<file path="config.mk">
export PLATFORM = sky130hd
export DESIGN_NAME = dff_bank_arbiter
export DESIGN_NICKNAME = d
export VERILOG_FILES = /design/src/rtl/dff_bank_arbiter.sv
export SDC_FILE = /design/constraint.sdc
export NUM_CORES = 1
export LEC_CHECK = 0
export CELL_PAD_IN_SITES_DETAIL_PLACEMENT = 2
export CELL_PAD_IN_SITES_GLOBAL_PLACEMENT = 2
export CORE_MARGIN = 1.5
export CORE_UTILIZATION = 38
export DETAILED_ROUTE_END_ITERATION = 8
export PLACE_DENSITY = 0.95
export SKIP_LAST_GASP = 1
export SLEW_MARGIN = 20
export SYNTH_ARGS = -nofsm -noshare
export SYNTH_HDL_FRONTEND = slang
export SYNTH_SLANG_ARGS = --single-unit
</file>
<file path="constraint.sdc">
create_clock -name Cp -period 6.5 [get_ports Cp]
set_input_delay 0.975 -clock Cp [delete_from_list [all_inputs] [get_ports Cp]]
set_output_delay 0.975 -clock Cp [all_outputs]
set_load 0.02 [all_outputs]
</file>
<file path="src/rtl/dff_bank_arbiter.sv">
// Round-robin arbiter giving requesters A and B single-word access to a DEPTH x WIDTH flip-flop bank.
// Optional lock/burst mode is compiled in when DFF_BANK_LOCK_EN is defined.
module dff_bank_arbiter #(
    parameter int WIDTH = 8,
    parameter int DEPTH = 4
) (
    input  logic             Cp,
    input  logic             R,
    input  logic             reqA,
    input  logic             weA,
    input  logic [1:0]       addrA,
    input  logic [WIDTH-1:0] dinA,
    input  logic             lockA,
    output logic             gntA,
    output logic             doneA,
    input  logic             reqB,
    input  logic             weB,
    input  logic [1:0]       addrB,
    input  logic [WIDTH-1:0] dinB,
    input  logic             lockB,
    output logic             gntB,
    output logic             doneB,
    output logic [WIDTH-1:0] dout
);
    typedef enum logic [2:0] {IDLE, GNT_A, GNT_B, DONE_A, DONE_B} state_t;

    state_t           r_state;
    logic             r_last;      // 1 = B was served most recently
    logic             r_gnt_a;
    logic             r_gnt_b;
    logic             r_done_a;
    logic             r_done_b;
    logic [WIDTH-1:0] r_dout;
    logic [WIDTH-1:0] r_mem [DEPTH];

    logic             w_sel_b;
    logic             w_in_gnt;
    logic             w_req;
    logic             w_we;
    logic             w_bank_we;
    logic             w_pick_a;
    logic             w_pick_b;
    logic             w_hold_a;
    logic             w_hold_b;
    logic [1:0]       w_addr;
    logic [WIDTH-1:0] w_din;
    logic [WIDTH-1:0] w_rdata;

    // Only the granted requester's controls ever reach the bank.
    assign w_sel_b   = (r_state == GNT_B);
    assign w_in_gnt  = (r_state == GNT_A) || (r_state == GNT_B);
    assign w_req     = w_sel_b ? reqB  : reqA;
    assign w_we      = w_sel_b ? weB   : weA;
    assign w_addr    = w_sel_b ? addrB : addrA;
    assign w_din     = w_sel_b ? dinB  : dinA;
    assign w_bank_we = w_in_gnt && w_req && w_we;
    assign w_pick_a  = reqA && (!reqB || r_last);
    assign w_pick_b  = reqB && !w_pick_a;

    // Out-of-range addresses match no word and therefore read as zero.
    always_comb begin
        w_rdata = '0;
        for (int i = 0; i < DEPTH; i++) begin
            if (int'(w_addr) == i) w_rdata = r_mem[i];
        end
    end

    always_ff @(posedge Cp or posedge R) begin
        if (R) begin
            for (int i = 0; i < DEPTH; i++) r_mem[i] <= '0;
        end else if (w_bank_we) begin
            for (int i = 0; i < DEPTH; i++) begin
                if (int'(w_addr) == i) r_mem[i] <= w_din;
            end
        end
    end

`ifdef DFF_BANK_LOCK_EN
    logic [2:0] r_lock_cnt;
    logic       w_to_idle;

    assign w_hold_a  = (r_state == DONE_A) && lockA && reqA && (r_lock_cnt < 3'd4);
    assign w_hold_b  = (r_state == DONE_B) && lockB && reqB && (r_lock_cnt < 3'd4);
    assign w_to_idle = (w_in_gnt && !w_req) ||
                       (r_state == DONE_A && !w_hold_a) ||
                       (r_state == DONE_B && !w_hold_b);

    // Counts accesses completed since the FSM last left IDLE.
    always_ff @(posedge Cp or posedge R) begin
        if (R) begin
            r_lock_cnt <= '0;
        end else if (w_to_idle) begin
            r_lock_cnt <= '0;
        end else if (w_in_gnt && w_req) begin
            r_lock_cnt <= r_lock_cnt + 3'd1;
        end
    end
`else
    logic w_unused_lock;
    assign w_unused_lock = lockA | lockB;
    assign w_hold_a      = 1'b0;
    assign w_hold_b      = 1'b0;
`endif

    always_ff @(posedge Cp or posedge R) begin
        if (R) begin
            r_state  <= IDLE;
            r_last   <= 1'b1;
            r_gnt_a  <= 1'b0;
            r_gnt_b  <= 1'b0;
            r_done_a <= 1'b0;
            r_done_b <= 1'b0;
            r_dout   <= '0;
        end else begin
            r_gnt_a  <= 1'b0;
            r_gnt_b  <= 1'b0;
            r_done_a <= 1'b0;
            r_done_b <= 1'b0;
            case (r_state)
                IDLE: begin
                    if (w_pick_a) begin
                        r_state <= GNT_A;
                        r_gnt_a <= 1'b1;
                    end else if (w_pick_b) begin
                        r_state <= GNT_B;
                        r_gnt_b <= 1'b1;
                    end
                end
                GNT_A, GNT_B: begin
                    if (w_req) begin
                        if (!w_we) r_dout <= w_rdata;
                        r_last   <= w_sel_b;
                        r_state  <= w_sel_b ? DONE_B : DONE_A;
                        r_done_a <= !w_sel_b;
                        r_done_b <= w_sel_b;
                    end else begin
                        r_state <= IDLE;
                    end
                end
                DONE_A: begin
                    if (w_hold_a) begin
                        r_state <= GNT_A;
                        r_gnt_a <= 1'b1;
                    end else begin
                        r_state <= IDLE;
                    end
                end
                DONE_B: begin
                    if (w_hold_b) begin
                        r_state <= GNT_B;
                        r_gnt_b <= 1'b1;
                    end else begin
                        r_state <= IDLE;
                    end
                end
                default: r_state <= IDLE;
            endcase
        end
    end

    assign gntA  = r_gnt_a;
    assign gntB  = r_gnt_b;
    assign doneA = r_done_a;
    assign doneB = r_done_b;
    assign dout  = r_dout;
endmodule
</file>
Word-level counts from Yosys, hierarchy flattened
Index checks and enable logic that the tools add are counted.
- register bits after elaboration: 48
- output and inout bits: 12
- eq/ne operators: 6
- muxes and demuxes: 22
- bitwise gates (word level): 1
- reductions and logical operators: 18
- operators by type and width (kind ; count):
    two-way mux 8 bit ; 5
    two-way mux 3 bit ; 4
    two-way mux 1 bit ; 11
    AND reduction 2 bit ; 5
    one-hot mux 3 bit (2 select lines) ; 1
    equality test 2 bit, second input constant ; 2
    logical AND 1 bit ; 4
    equality test 3 x 1 -> 1 bit, second input constant ; 1
    equality test 3 x 2 -> 1 bit, second input constant ; 1
    zero test 1 bit ; 3
    zero test 3 bit ; 1
    != test 3 bit, second input constant ; 1
    AND reduction 3 bit ; 1
    equality test 2 x 1 -> 1 bit, second input constant ; 1
    zero test 2 bit ; 1
    logical OR 1 bit ; 2
    two-way mux 2 bit ; 1
    OR reduction 2 bit ; 1
    NOT 1 bit ; 1

Logic depth before layout (Yosys ltp)
Gate-level depths: netlist of the first run.
- depth in word-level cells: 8
- depth in mapped cells: 8
- depth with buffers taken out: 4

Least setup slack after synthesis of the first run
Ideal clock, no wire load.
- path type: input port to flip-flop
- start point: input port addrB[0]
- end point: register r_mem[24] (netlist bit)
- library setup time: 0.125 ns
- arrival: 2.363 ns
- slack: 4.013 ns
- stages: 5
- path buffers: 1
- cell sequence: and4bb_2 a21o_1 buf_6 nor4_4 mux2_2
- word-level cells in the longest chain between the ends: 3
- RTL lines (item ; line ; source):
    start, declared ; 18 ; input logic [1:0] addrB,
    two-way mux 2 bit ; 54 ; assign w_addr = w_sel_b ? addrB : addrA;
    zero test 2 bit ; 73 ; if (int'(w_addr) == i) r_mem[i] <= w_din;
    AND reduction 2 bit (no source line) ; n/a ;
    end, declared ; 34 ; logic [WIDTH-1:0] r_mem [DEPTH];
No other way between the ends.
A chain may end at the register's enable or synchronous reset.

Final worst setup path of the first run
- start point: input port addrB[0]
- end point: register r_mem[2] (netlist bit)
- word-level cells in the longest chain between the ends: 3
- RTL lines (item ; line):
    two-way mux 2 bit ; 54
    equality test 2 x 1 -> 1 bit ; 73
    AND reduction 2 bit (no source line) ; n/a
No other way between the ends.

==> impl_metrics.env, run 1 <==
export IMPL_hp_class="reg -> reg"
export IMPL_cts_hold_buf=0
export IMPL_synth_area_mux_share_pct=17.7
export IMPL_arrival_ps=3770
export IMPL_overflow=0
export IMPL_synth_xor_area_share_pct=0
export IMPL_criticalPathCategory="in -> reg"
export IMPL_clockBufferDepth=2
export IMPL_p_sw_share_pct=38.1
export IMPL_p_total_w=0.00123
export IMPL_die_height_um=81.8
export IMPL_io_pins=40
export IMPL_area_growth_pct=20.2
export IMPL_cp_slowest_cell="nor4b_4"
export IMPL_initial_utilization_pct=39.7
export IMPL_required_ps=6700
export IMPL_yosys_warnings=0
export IMPL_drc=0
export IMPL_postCtsSetupRepairBufs=0
export IMPL_r2r_start="r_state[1]"
export IMPL_path_max_fanout=20
export IMPL_antenna_cells=0
export IMPL_status="complete, no violations"
export IMPL_ys_ff_latch=48
export IMPL_die_x_um=81.8
export IMPL_critPathLaunch="addrB[0]"
export IMPL_min_period_ps=3570
export IMPL_syn_num_nets=225
export IMPL_hold_viol=0
export IMPL_r2r_end="r_mem[25]"
export IMPL_cts_root_buf="clkbuf_8"
export IMPL_antenna_found_initial=0
export IMPL_finalNetCount=257
export IMPL_grt_usage_pct=22.1
export IMPL_fmax_mhz=280
export IMPL_grt_pass1_vias=1940
export IMPL_async_reset_ff_share_pct=100
export IMPL_ant_nets=0
export IMPL_drv_slew=0
export IMPL_synth_seq_area_share_pct=50.9
export IMPL_synthFlopType="dfrtp_1"
export IMPL_drive_gt1_share_pct=22.2
export IMPL_avgRoutedWirePerCell_um=21.7
export IMPL_p_comb_share_pct=42.9
export IMPL_finalSetupViolCount=0
export IMPL_skew_ps=7.50
export IMPL_drt_first_iter_violations=87
export IMPL_synthCells=197
export IMPL_synth_cell_types=29
export IMPL_p_per_area_nw_per_um2=432
export IMPL_cts_buffers=5
export IMPL_first_pass_iters=4
export IMPL_gp_congestion=0.719
export IMPL_wl_um=6630
export IMPL_avgSynthCellArea_um2=12.0
export IMPL_synth_top_family_by_area="multiplexers"
export IMPL_setup_tns_final_ps=0
export IMPL_rsz0062_at_grt="no"
export IMPL_pwr_share_seq_pct=42.6
export IMPL_cts_sinks=48
export IMPL_slowest_delay_ps=750
export IMPL_vias_per_cell=5.66
export IMPL_regToRegSetupSlack_ps=3270
export IMPL_clk_pin_slew_ps=90
export IMPL_maxCapViolCount=0
export IMPL_worstSetupStartpointType="input pin"
export IMPL_yosys_area_share_simple_pct=16.2
export IMPL_cts_tree="yes"
export IMPL_worst_pin_slew_ps=1050
export IMPL_dieArea_um2=6700
export IMPL_core_rowCount=28
export IMPL_reg2reg_depth=4
export IMPL_endpoint="r_mem[2]"
export IMPL_maxSlewHeadroom_pct=30.0
export IMPL_via_count=1726
export IMPL_fin_crit_sh_pct=54.9
export IMPL_h_tree_depth=2
export IMPL_port_buffers=37
export IMPL_grt_pass1_wl_um=10700
export IMPL_syn_area_um2=2360
export IMPL_core_area_um2=5960
export IMPL_synth_edff_count=0
export IMPL_power_frac_clock_pct=14.4
export IMPL_max_vdd_ir_drop_mv=0.180
export IMPL_crit_path_cell_trace="clkdlybuf4s50_1 > and4bb_2 > a21o_1 > nor4b_4 > mux2_2"
export IMPL_synth_fa_ha_area_share_pct=0
export IMPL_clk_latency_ps=310
export IMPL_grt_max_degree=49
export IMPL_p_leak_nw=1.21
export IMPL_dp_hpwl_um=4470
export IMPL_cp_end_kind="flip-flop"
export IMPL_p_int_w=0.000759
export IMPL_power_switching_w=0.000468
export IMPL_cts_resized_gates=0
export IMPL_synth_compound_area_share_pct=11.6
## through the flow
| stage | instance area [µm²] | cells | setup slack, ps | hold WS [ps] | util [%] |
|---|---|---|---|---|---|
| global placement | 2760 | 297 | 2690 | 471 | 46.3 |
| global route | 2840 | 305 | 2810 | 521 | 47.7 |
| detailed placement | 2760 | 297 | 2610 | 488 | 46.3 |
| finish | 2840 | 305 | 2930 | 492 | 47.7 |
| floorplan | 2360 | 197 | 4010 | 450 | - |
| CTS | 2840 | 305 | 2930 | 504 | 47.7 |
## per-layer routing
| metal | routed length (µm) | GRT usage, % |
|---|---|---|
| met5 | 0 | 0 |
| met2 | 3510 | 41.1 |
| met3 | 170 | 2.78 |
| met4 | 99 | 7.12 |
| met1 | 2850 | 26.2 |
## synth_stat cells (all sizes together), types with 3 or more instances
| cell type | instances | share of area, % |
|---|---|---|
| a221oi | 16 | 5.9 |
| dfrtp | 47 | 50 |
| buf | 6 | 2.2 |
| clkbuf | 6 | 0.95 |
| nor4 | 4 | 2.3 |
| mux2 | 34 | 16 |
| o31ai | 8 | 2.5 |
| nand2 | 28 | 4.4 |
| o21ai | 9 | 1.9 |
| nor2b | 16 | 4.2 |
| inv | 3 | 0.48 |
## layout by cell type (no fill, tap or decap), types with 2 or more instances in the layout
cell type / instances
nor3_1: 2
nor4b_4: 2
clkbuf_1: 2
dfrtp_1: 47
nand2_1: 28
mux2_2: 34
nor4_4: 2
nor2_1: 2
inv_1: 2
o31ai_1: 8
clkinv_2: 2
clkdlybuf4s50_1: 37
nand3b_1: 2
clkbuf_8: 5
nor4_1: 2
a221oi_1: 16
o21ai_0: 9
nor2b_1: 16
a21o_1: 2
## cells by family after synthesis
group / count (synthesis)
AOI/OAI and AO/OA: 37
DFF: 48
and+or+nand+nor: 61
buffers and inverters: 15
muxes: 36
## worst max-delay path: cells and delay by family
family	cells	cell delay, ps
AND/OR/NAND/NOR	2	1270
AO/OA/AOI/OAI	1	650
buffers and inverters	1	450
multiplexers	1	410
## flip-flops by register name (all words and copies together), names as in the netlist
name     cells
r_mem       32
dout         8
r_state      3
doneA        1
doneB        1
gntA         1
gntB         1
r_last       1
## final cells by class
class | instances | area [µm²]
fillers | 625 | 3120
flip-flops and latches | 48 | 1200
multi-input cells | 134 | 1080
repair buffers | 37 | 370
well taps | 75 | 93.8
clock buffers | 7 | 76.3
inverters | 3 | 12.5
clock inverters | 1 | 5.00
## power by group through the flow
stage | clock network [W] | registers, W | logic [W]
finish | 0.000177 | 0.000523 | 0.000527
global route | 0.000188 | 0.000541 | 0.000572
global placement | 0 | 0.000514 | 0.000493
CTS | 0.000179 | 0.000525 | 0.000535
floorplan | 0 | 0.000521 | 0.000355
detailed placement | 0 | 0.000530 | 0.000529
## how the worst min path moves through the flow
stage | startpoint | to | cells past startpoint | slack, ps
floorplan | r_last | r_last | 2 | 450
global placement | r_last | r_last | 2 | 470
detailed placement | r_last | r_last | 2 | 490
CTS | r_last | r_last | 2 | 500
global route | r_last | r_last | 2 | 520
finish | r_last | r_last | 2 | 490
Note: power is estimated with default switching activity, not from simulation.
==> inputs of run 2 (changes only) <==
--- a/config.mk
+++ b/config.mk
@@ -8,9 +8,9 @@
 export CELL_PAD_IN_SITES_DETAIL_PLACEMENT = 2
 export CELL_PAD_IN_SITES_GLOBAL_PLACEMENT = 2
 export CORE_MARGIN = 1.5
-export CORE_UTILIZATION = 38
+export CORE_UTILIZATION = 31
 export DETAILED_ROUTE_END_ITERATION = 8
-export PLACE_DENSITY = 0.95
+export PLACE_DENSITY = 0.84
 export SKIP_LAST_GASP = 1
 export SLEW_MARGIN = 20
 export SYNTH_ARGS = -nofsm -noshare
==> constraint.sdc (replaced) <==
create_clock -name Cp -period 3 [get_ports Cp]
set_input_delay 0.45 -clock Cp [delete_from_list [all_inputs] [get_ports Cp]]
set_output_delay 0.45 -clock Cp [all_outputs]
set_load 0.02 [all_outputs]
==> impl_metrics.env, run 2 (synthesized netlist as in run 1, its figures left out) <==
export IMPL_cts_hold_buf=0
export IMPL_hold_ws_ps=473
export IMPL_finalSetupViolCount=0
export IMPL_cts_resized_gates=0
export IMPL_r2r_end="r_mem[24]"
export IMPL_io_pins=40
export IMPL_maxCapViolCount=0
export IMPL_dpl_cell_count=334
export IMPL_p_comb_share_pct=43.7
export IMPL_hp_class="in -> async"
export IMPL_status="complete, no violations"
export IMPL_maxSlewHeadroom_pct=55.4
export IMPL_antenna_found_initial=0
export IMPL_die_x_um=90.3
export IMPL_r2r_start="r_state[1]"
export IMPL_h_tree_depth=2
export IMPL_final_cell_area_um2=2960
export IMPL_max_vdd_ir_drop_mv=0.259
export IMPL_postCtsSetupRepairBufs=0
export IMPL_cts_sinks=48
export IMPL_area_growth_pct=25.4
export IMPL_clockBufferDepth=2
export IMPL_vias_per_cell=5.25
export IMPL_cts_root_buf="clkbuf_8"
export IMPL_final_cell_mix="47 x dfrtp_1, 37 x clkdlybuf4s50_1, 34 x mux2_2"
export IMPL_criticalPathCategory="reg -> reg"
export IMPL_largest_register="r_mem"
export IMPL_drt_first_iter_violations=30
export IMPL_power_frac_clock_pct=14.1
export IMPL_dp_hpwl_um=4910
export IMPL_p_sw_share_pct=37.4
export IMPL_p_leak_nw=1.27
export IMPL_min_period_ps=2720
export IMPL_grt_pass1_vias=2070
export IMPL_reg2reg_depth=6
export IMPL_hold_viol=0
export IMPL_cp_end_kind="flip-flop"
export IMPL_p_int_w=0.00168
export IMPL_p_per_area_nw_per_um2=907
export IMPL_drc=0
export IMPL_avgRoutedWirePerCell_um=19.8
export IMPL_die_height_um=90.3
export IMPL_multi_input_area_um2=1070
export IMPL_setup_tns_final_ps=0
export IMPL_largest_register_ffs=32
export IMPL_initial_utilization_pct=32.2
export IMPL_path_max_fanout=10
export IMPL_via_count=1797
export IMPL_skew_ps=9.53
export IMPL_register_area_um2=1200
export IMPL_port_buffers=37
export IMPL_wl_um=6770
export IMPL_dpl_instance_area_um2=2880
export IMPL_clk_latency_ps=300
export IMPL_antenna_cells=0
export IMPL_worstSetupStartpointType="flip-flop"
export IMPL_cts_buffers=5
export IMPL_rsz0062_at_grt="no"
export IMPL_fin_crit_sh_pct=90.6
export IMPL_dieArea_um2=8150
export IMPL_first_pass_iters=4
export IMPL_power_switching_w=0.00100
export IMPL_arrival_ps=2900
export IMPL_fill_cells=774
export IMPL_ant_nets=0
export IMPL_worst_pin_slew_ps=667
export IMPL_grt_pass1_wl_um=11200
export IMPL_finalNetCount=270
export IMPL_overflow=0
export IMPL_gp_congestion=0.743
export IMPL_pwr_share_seq_pct=42.3
export IMPL_grt_max_degree=22
export IMPL_final_util_pct=40.4
export IMPL_fmax_mhz=368
export IMPL_cts_tree="yes"
export IMPL_core_area_um2=7330
export IMPL_core_rowCount=31
export IMPL_stdcell_count=342
export IMPL_required_ps=3180
export IMPL_drv_slew=0
export IMPL_drive_gt1_share_pct=25.9
export IMPL_clk_pin_slew_ps=90
export IMPL_regToRegSetupSlack_ps=280
export IMPL_grt_usage_pct=17.9
export IMPL_final_common_cell="dfrtp_1"
run 2: power groups by stage:
stage                     combinational (W)  clock, W  sequential [W]
after floorplan                    0.000770         0         0.00113
after global placement              0.00113         0         0.00111
after detailed placement            0.00118         0         0.00115
after CTS                           0.00119  0.000388         0.00114
after global routing                0.00128  0.000413         0.00117
final                               0.00117  0.000378         0.00113
run 2: cell type report:
cell class              count  share of cell area, %
clock buffers               7                   2.58
clock inverters             1                  0.169
inverters                   3                  0.380
multi-input cells         134                   36.3
flip-flops and latches     48                   40.6
well taps                  99                   4.18
repair buffers             50                   15.8
run 2: worst max path at each step:
| stage | slack [ps] | start | endpoint | cells after the start |
|---|---|---|---|---|
| floorplan | 710 | r_state[2] | r_mem[16] | 6 |
| global placement | 420 | r_state[2] | r_mem[28] | 6 |
| detailed placement | 270 | r_state[1] | r_mem[24] | 6 |
| CTS | 220 | r_state[1] | r_mem[24] | 6 |
| global route | 110 | r_state[1] | r_mem[26] | 6 |
| finish | 280 | r_state[1] | r_mem[24] | 6 |
run 2: per-stage QoR:
step | total power (W) | worst slack (ps)
final | 0.00269 | 282
after global routing | 0.00287 | 110
after CTS | 0.00272 | 219
after detailed placement | 0.00233 | 267
after global placement | 0.00224 | 415
after floorplan | 0.00190 | 714
run 2: worst max-delay path, cell delays in order, from the launching register on:
cell	delay [ps]
dfrtp_1	510
nor3b_1	340
buf_4	280
mux2_2	500
nor4_4	350
buf_4	250
mux2_2	360
run 2: layer usage:
metal	up-vias	track usage, %	wire [µm]
met2	49	32.9	3610
met4	0	3.84	76
met1	936	21.6	2860
met3	6	3.20	212
li1	806	-	-
met5	-	0	0
==> inputs of run 3 (changes only) <==
--- a/config.mk
+++ b/config.mk
@@ -5,12 +5,13 @@
 export SDC_FILE = /design/constraint.sdc
 export NUM_CORES = 1
 export LEC_CHECK = 0
+export ABC_AREA = 1
 export CELL_PAD_IN_SITES_DETAIL_PLACEMENT = 2
 export CELL_PAD_IN_SITES_GLOBAL_PLACEMENT = 2
 export CORE_MARGIN = 1.5
-export CORE_UTILIZATION = 31
+export CORE_UTILIZATION = 28
 export DETAILED_ROUTE_END_ITERATION = 8
-export PLACE_DENSITY = 0.84
+export PLACE_DENSITY = 0.86
 export SKIP_LAST_GASP = 1
 export SLEW_MARGIN = 20
 export SYNTH_ARGS = -nofsm -noshare
==> impl_metrics.env, run 3 <==
export IMPL_cts_hold_buf=0
export IMPL_reg2reg_depth=7
export IMPL_async_reset_ff_share_pct=100
export IMPL_r2r_start="r_state[1]"
export IMPL_gr_max_usage_layer="met2"
export IMPL_met2_usage_pct=26.4
export IMPL_synth_top_area_share_pct=46.8
export IMPL_final_common_cell="nand2_1"
export IMPL_p_sw_share_pct=43.7
export IMPL_fill_cells=1007
export IMPL_p_per_area_nw_per_um2=935
export IMPL_hold_viol=0
export IMPL_core_area_um2=8720
export IMPL_antenna_found_initial=0
export IMPL_syn_area_um2=2510
export IMPL_wl_um=6720
export IMPL_gr_usage_met3_pct=2.36
export IMPL_maxSlewHeadroom_pct=56.7
export IMPL_avgSynthCellArea_um2=7.83
export IMPL_overflow=0
export IMPL_power_frac_clock_pct=17.1
export IMPL_regToRegSetupSlack_ps=750
export IMPL_drc=0
export IMPL_synthFlopType="dfrtp_1"
export IMPL_yosys_warnings=0
export IMPL_drt_first_iter_violations=54
export IMPL_via_count=2207
export IMPL_crit_top_cell="nand2_1"
export IMPL_worst_pin_slew_ps=649
export IMPL_crit_family="simple AND/OR/NAND/NOR gates"
export IMPL_path_max_fanout=16
export IMPL_grt_pass1_wl_um=11700
export IMPL_syn_num_nets=349
export IMPL_multi_input_area_um2=1100
export IMPL_first_pass_iters=4
export IMPL_drive_gt1_share_pct=9.80
export IMPL_cp_slowest_cell="dfrtp_1"
export IMPL_fin_crit_sh_pct=74.9
export IMPL_hp_class="reg -> reg"
export IMPL_arrival_ps=2480
export IMPL_worstSetupStartpointType="flip-flop"
export IMPL_rsz0062_at_grt="no"
export IMPL_maxCapViolCount=0
export IMPL_critPathBufInv=0
export IMPL_synth_cell_types=24
export IMPL_clk_latency_ps=310
export IMPL_antenna_cells=0
export IMPL_core_rowCount=34
export IMPL_synth_area_leaders="dfrtp_1 47%, nand2_1 18%, nand3_1 7.8%, o21ai_0 4.8%, inv_1 4.6%"
export IMPL_ys_ff_latch=48
export IMPL_postCtsSetupRepairBufs=0
export IMPL_vias_per_cell=4.75
export IMPL_grt_max_degree=49
export IMPL_required_ps=3230
export IMPL_fmax_mhz=445
export IMPL_p_int_w=0.00162
export IMPL_drv_slew=0
export IMPL_min_path_cells=2
export IMPL_min_period_ps=2250
export IMPL_final_util_pct=35.2
export IMPL_avgRoutedWirePerCell_um=14.5
export IMPL_pwr_share_seq_pct=37.7
export IMPL_cts_buffers=5
export IMPL_register_area_um2=1200
export IMPL_cts_tree="yes"
export IMPL_die_x_um=97.8
export IMPL_power_switching_w=0.00125
export IMPL_crit_path_cell_trace="nand2_2 > nand2_1 > nand2_1 > nand2_2 > nor2_4 > nand2_1 > o21ai_0"
export IMPL_finalNetCount=384
export IMPL_gp_congestion=0.688
export IMPL_largest_register_ffs=32
export IMPL_grt_pass1_vias=2369
export IMPL_dp_hpwl_um=4930
export IMPL_clk_pin_slew_ps=100
export IMPL_cts_root_buf="clkbuf_8"
export IMPL_finalSetupViolCount=0
export IMPL_r2r_end="r_mem[4]"
export IMPL_setup_tns_final_ps=0
export IMPL_final_cell_mix="122 x nand2_1, 47 x dfrtp_1, 39 x nand3_1"
export IMPL_yosys_area_top_type="dfrtp_1"
export IMPL_p_leak_nw=1.58
export IMPL_cts_sinks=48
export IMPL_synthCells=321
export IMPL_synth_edff_count=0
export IMPL_clockBufferDepth=2
export IMPL_cts_resized_gates=0
export IMPL_dieArea_um2=9560
export IMPL_use_met1_pct=19.9
export IMPL_status="complete, no violations"
export IMPL_h_tree_depth=2
export IMPL_yosysMostFrequentCell="nand2_1"
export IMPL_hp_start="r_last"
export IMPL_port_buffers=37
export IMPL_largest_register="r_mem"
export IMPL_initial_utilization_pct=28.8
export IMPL_skew_ps=12.6
export IMPL_cp_end_kind="flip-flop"
export IMPL_slowest_delay_ps=540
export IMPL_synth_seq_area_share_pct=47.8
export IMPL_grt_usage_pct=15.3
export IMPL_io_pins=40
export IMPL_p_comb_share_pct=45.2
export IMPL_min_delay_worst_endpoint="r_last"
export IMPL_ant_nets=0
export IMPL_max_vdd_ir_drop_mv=0.312
export IMPL_synthTopCellsByCount="122 x nand2_1, 47 x dfrtp_1, 39 x nand3_1, 31 x inv_1, 24 x o21ai_0"
export IMPL_criticalPathCategory="reg -> reg"
export IMPL_area_growth_pct=22.1
export IMPL_die_height_um=97.8
-- run 3: changes by cell type after synthesis, sizes merged, moves of 16 or more --
| cell | change |
|---|---|
| nand2 | +104 |
| inv | +30 |
| o21ai | +30 |
| a221oi | -16 |
| nor2b | -16 |
| nand3 | +41 |
| mux2 | -34 |
-- run 3: power by group through the flow --
stage | clock network (W) | registers, W | logic, W
after floorplan | 0 | 0.00112 | 0.000876
after global placement | 0 | 0.00108 | 0.00124
after detailed placement | 0 | 0.00110 | 0.00130
after CTS | 0.000505 | 0.00109 | 0.00132
after global routing | 0.000530 | 0.00112 | 0.00147
final | 0.000490 | 0.00108 | 0.00130
-- run 3: worst min-delay path, stage by stage, from the launching register on --
cell and delay, ps:
dfstp_2 380, nand2_1 60, nand2_1 50
-- run 3: cell type report --
type                            instances  area share [%]
Clock inverter                          3            1.51
Tap cell                              108            4.40
Clock buffer                            5            2.24
Timing Repair Buffer                   40            12.8
Multi-Input combinational cell        228            35.9
Inverter                               33            4.03
Sequential cell                        48            39.1
-- run 3: kinds of logic after synthesis --
kind of cell | share of synthesized area, %
AO/OA/AOI/OAI | 7.96
AND/OR/NAND/NOR | 35.9
buffers and inverters | 8.36
flip-flops | 47.8
-- run 3: how the worst max path moves through the flow --
stage	end	start	slack [ps]	cells after the start
6_report	r_mem[4]	r_state[1]	750	7
5_1_grt	r_mem[19]	r_state[2]	530	7
4_1_cts	r_mem[19]	r_state[1]	720	7
3_5_place_dp	r_mem[18]	reqA	650	7
3_3_place_gp	r_mem[17]	reqA	680	7
2_1_floorplan	doneA	R	1410	1
-- run 3: metrics by stage --
stage	setup slack [ps]	hold WS (ps)	area [µm²]	cells	power (W)
floorplan	1410	442	2510	321	0.00199
detailed placement	645	468	2960	457	0.00240
finish	754	478	3070	465	0.00287
global route	535	508	3070	465	0.00313
CTS	721	488	3070	465	0.00292
global placement	677	451	2960	457	0.00232
-- run 3: metal layers --
metal / wire (µm) / up-vias / part of all wire (%)
met5: 0 / - / 0
met4: 85 / 0 / 1.3
met3: 137 / 6 / 2.0
met2: 3320 / 31 / 49
met1: 3180 / 1084 / 47
li1: - / 1086 / -
